===== src/rtl/pe_vec.sv =====
// Vectoring-mode CORDIC processing element: drives Y to zero and
// produces the gain-compensated magnitude plus the direction word.
module pe_vec #(
    parameter int BITWIDTH   = 18,
    parameter int CORDIC_NUM = 14
) (
    input  logic                       clk,
    input  logic                       rst_n,
    input  logic                       in_valid,
    input  logic signed [BITWIDTH-1:0] X_i,
    input  logic signed [BITWIDTH-1:0] Y_i,
    output logic                       out_valid,
    output logic signed [BITWIDTH-1:0] R_o,
    output logic [CORDIC_NUM-1:0]      angle_d_o,
    output logic                       flip_o
);

    // One guard bit absorbs the CORDIC gain growth.
    localparam int W  = BITWIDTH + 1;
    localparam int PW = W + 15;
    localparam logic signed [14:0] K = 15'sb010011011011101;

    typedef struct packed {
        logic                  flip;
        logic [CORDIC_NUM-1:0] dir;
        logic signed [W-1:0]   x;
        logic signed [W-1:0]   y;
    } stage_t;

    // Micro-rotations lo..hi; the sign of Y picks each direction bit.
    function automatic stage_t rotate(input stage_t s, input int lo,
                                      input int hi);
        stage_t              r;
        logic signed [W-1:0] x;
        logic signed [W-1:0] y;
        logic signed [W-1:0] t;
        r = s;
        x = s.x;
        y = s.y;
        for (int k = 0; k < CORDIC_NUM; k++) begin
            if (k >= lo && k <= hi) begin
                t = x;
                if (y[W-1]) begin
                    r.dir[k] = 1'b1;
                    x = x - (y >>> k);
                    y = y + (t >>> k);
                end else begin
                    r.dir[k] = 1'b0;
                    x = x + (y >>> k);
                    y = y - (t >>> k);
                end
            end
        end
        r.x = x;
        r.y = y;
        return r;
    endfunction

    logic signed [W-1:0]  x_ext;
    logic signed [W-1:0]  y_ext;
    logic signed [W-1:0]  x2;
    logic signed [PW-1:0] prod;
    stage_t               pre;
    stage_t               s0_d, s1_d, s2_d;
    stage_t               s0_q, s1_q, s2_q;
    logic                 v0, v1, v2;
    logic                 unused_bits;

    assign x_ext = {X_i[BITWIDTH-1], X_i};
    assign y_ext = {Y_i[BITWIDTH-1], Y_i};

    // Fold the left half-plane onto the right so convergence holds.
    always_comb begin
        pre      = '0;
        pre.flip = X_i[BITWIDTH-1];
        pre.x    = pre.flip ? -x_ext : x_ext;
        pre.y    = pre.flip ? -y_ext : y_ext;
    end

    // Split the 14 micro-rotations over three pipeline stages.
    always_comb begin
        s0_d = rotate(pre, 0, 3);
        s1_d = rotate(s0_q, 4, 8);
        s2_d = rotate(s1_q, 9, 13);
    end

    // Data and valid bits advance every cycle; bubbles simply flow.
    always_ff @(posedge clk or negedge rst_n) begin
        if (!rst_n) begin
            s0_q <= '0;
            s1_q <= '0;
            s2_q <= '0;
            v0   <= 1'b0;
            v1   <= 1'b0;
            v2   <= 1'b0;
        end else begin
            s0_q <= s0_d;
            s1_q <= s1_d;
            s2_q <= s2_d;
            v0   <= in_valid;
            v1   <= v0;
            v2   <= v1;
        end
    end

    assign x2   = s2_q.x;
    assign prod = PW'(x2) * PW'(K);

    assign unused_bits = ^{s2_q.y, prod[13:0], prod[PW-1:BITWIDTH+14]};

    // Output stage scales by 1/gain and holds until the next result.
    always_ff @(posedge clk or negedge rst_n) begin
        if (!rst_n) begin
            out_valid <= 1'b0;
            R_o       <= '0;
            angle_d_o <= '0;
            flip_o    <= 1'b0;
        end else begin
            out_valid <= v2;
            if (v2) begin
                R_o       <= prod[BITWIDTH+13:14];
                angle_d_o <= s2_q.dir;
                flip_o    <= s2_q.flip;
            end
        end
    end

endmodule


===== config.mk =====
export PLATFORM = sky130hd
export DESIGN_NAME = pe_vec
export DESIGN_NICKNAME = d
export VERILOG_FILES = /design/src/rtl/pe_vec.sv
export SDC_FILE = /design/constraint.sdc
export NUM_CORES = 2
export LEC_CHECK = 0
export BUFFER_PORTS_ARGS = -buffer_cell sky130_fd_sc_hd__buf_4
export CAP_MARGIN = 20
export CORE_MARGIN = 2
export CORE_UTILIZATION = 65
export CTS_BUF_LIST = sky130_fd_sc_hd__clkbuf_16
export DETAILED_ROUTE_END_ITERATION = 7
export PLACE_DENSITY = 0.82
export SLEW_MARGIN = 15
export SYNTH_ARGS = -nofsm -noshare
export SYNTH_HDL_FRONTEND = slang
export SYNTH_SLANG_ARGS = --single-unit

===== constraint.sdc =====
create_clock -name clk -period 42.8 [get_ports clk]
set_clock_uncertainty 0.2 [all_clocks]
set_input_delay 10.7 -clock clk [delete_from_list [all_inputs] [get_ports clk]]
set_output_delay 10.7 -clock clk [all_outputs]
set_load 0.02 [all_outputs]

==> impl_metrics.yaml <==
status:
  status: "complete, no violations"
yosys:
  synthArstFlopShare_pct: 100
  synth_top_cell_by_area: "ha_1"
  synth_area_leaders: "ha_1, dfrtp_1, xnor2_1"
  synth_top_area_share_pct: 20.6
  yosys_warnings: 0
  synth_cell_types: 107
  synth_edf_count: 0
  syn_area_sq_mm: 0.0395
  ys_top_cells_by_count: "ha_1, inv_1, nor2_1, xnor2_1, a21oi_1"
  ys_ff_latch: 162
  ys_seq_area_share_pct: 10.3
  synthFlopType: "dfrtp_1"
  post-synth-top-count-cell: "ha_1"
  avgSynthCellArea_sq_um: 7.85
  synthCells: 5032
  synth_nets: 5874
clock_network:
  cts_root_buffer: "clkbuf_16"
  cts_buffers: 17
  htreeDepth: 4
  clk_pin_slew_ps: 90
  cts_resized: 0
  cts_buffer_depth: 2
  cts_tree: "yes"
  clock_latency_ps: 510
  post_cts_buffers: 0
  postCtsHoldBufs: 0
  cts_num_sinks: 162
sta:
  fin_crit_ps: 24850
  final_hold_viol_count: 0
  maxSlewHeadroom_pct: 31.3
  hold_ws_ps: 133
  tightest_slew_ps: 1020
  setup_viol: 0
  period_share_pct: 58.1
  report.final.slew_viol_count: 0
  tns_ps: 0
  rsz0062_at_grt: "no"
  fmax_ghz: 0.0402
place:
  dpl.hpwl_mm: 80.7
  io_buffers: 72
  gp_congestion: 0.943
grt:
  grt_overflow: 0
  grt_use_total_pct: 30.9
  grt_pass1_vias: 33700
  grt_first_pass_wirelength_mm: 162
  grt_max_degree: 62
  grt_antenna_before_repair: 1
route:
  wl_mm: 96.9
  routedWlPerCell_microns: 16.6
  dr_total_vias: 35200
  drcViolationCount: 0
  via_per_inst: 6.02
  drt-pass1-iter-count: 6
  ant_nets: 0
  drtIter0Drc: 2620
final_layout:
  multi_input_area_sq_mm: 0.0330
  drive_gt1_share_pct: 4.94
  seq_area_sq_mm: 0.00406
  nets: 5888
  diodes: 0
  syn2layout_area_growth_pct: 4.61
  fill_cells: 5110
  fin_util_pct: 68.6
critical_path:
  cp.arrival_ps: 25020
  reg2reg_depth: 70
  slowest_delay_ps: 820
  reg2reg_from: "s1_q[32]"
  crit_path_frequent_cell: "o21ai_0"
  worst-setup-path-type: "in -> reg"
  critPathSlowestCell: "a2111oi_1"
  worstReg2RegEnd: "x2[17]"
  path_max_fanout: 33
  startpoint_type: "input port"
  ff2ff_setup_slack_ps: 23290
  cp.required_ps: 42970
  crit_path_end_kind: "flop"
floorplan:
  core.rowCount: 90
  die_h_microns: 250
  die_width_microns: 250
  die-area_sq_mm: 0.0627
  num_io_pins: 73
  initial_core_util_pct: 65.5
  core-area_sq_mm: 0.0602
job:
  drv_cap: 0
hold_path:
  holdCritStartpoint: "s1_q[39]"
  hp-class: "reg -> reg"
  holdPathEnd: "s2_q[39]"
  whs_path_depth: 0
placed cells by master, fill, tap and decap left out, types with 42 or more instances in the layout:
cell and count:
ha_1 650, inv_1 525, nor2_1 460, xnor2_1 433, a21oi_1 365, nand2_1 324
o21ai_0 320, xor2_1 220, dfrtp_1 161, fa_1 153, nor3_1 126, a21o_1 119
nand2b_1 88, buf_4 84, nor2b_1 76, o21bai_1 65, nand3_1 64, o21a_1 54
a21boi_0 54, or3_1 47, o31ai_1 46, nor4_1 44, mux2_2 42
stage by stage:
stage	cell area (sq um)	std cells	worst slack [ps]
after floorplan	39500	5032	19310
after global placement	40700	5809	17930
after detailed placement	40700	5809	17720
after CTS	41300	5841	18160
after global routing	41300	5841	16460
final	41300	5841	17950
metal layers:
metal	wire [microns]	up-vias	part of all wire, %	track usage, %
met3	4920	120	5.1	3.52
met5	13	-	0.013	0
met1	44600	16600	46	42.0
met4	1990	2	2.0	8.33
met2	45400	860	47	52.2
li1	-	17600	-	-
kinds of logic after synthesis:
family | Yosys count | synth area share (%)
fa+ha+maj | 803 | 28.4
mux | 63 | 1.73
flops | 162 | 10.3
xor+xnor | 667 | 15.0
buf+inv | 625 | 6.12
compound gates | 1289 | 20.7
simple gates | 1423 | 17.8
state kept, by name, summed over array words and instances (netlist names):
register / count
s1_q: 48
s0_q: 43
x2: 19
R_o: 18
s2_q: 15
angle_d_o: 14
flip_o: 1
out_valid: 1
v0: 1
v1: 1
v2: 1
worst max path at each step:
stage                  from  endpoint  slack, ps  depth (start not counted)
floorplan           X_i[17]  s0_q[37]      19310                         66
global placement     Y_i[6]  s0_q[37]      17930                         65
detailed placement   Y_i[6]  s0_q[37]      17720                         65
CTS                  Y_i[6]  s0_q[37]      18160                         65
global route         Y_i[0]  s0_q[37]      16460                         68
finish               Y_i[0]  s0_q[37]      17950                         66
critical path: cells and delay by family:
| family | cells | cell delay [ps] |
|---|---|---|
| compound gates | 35 | 7790 |
| buf+inv | 8 | 1870 |
| simple gates | 12 | 1810 |
| fa+ha+maj | 5 | 1730 |
| xor+xnor | 6 | 1070 |
final cells by class:
class,count,area share (%)
Inverter,535,4.87
Clock inverter,15,0.360
Timing Repair Buffer,85,1.55
Tap cell,782,2.37
Clock buffer,17,1.03
Multi-Input combinational cell,4245,80.0
Sequential cell,162,9.82
Power is not shown: default switching activity piles up to over one toggle a cycle in this logic, so the estimate is an artifact.
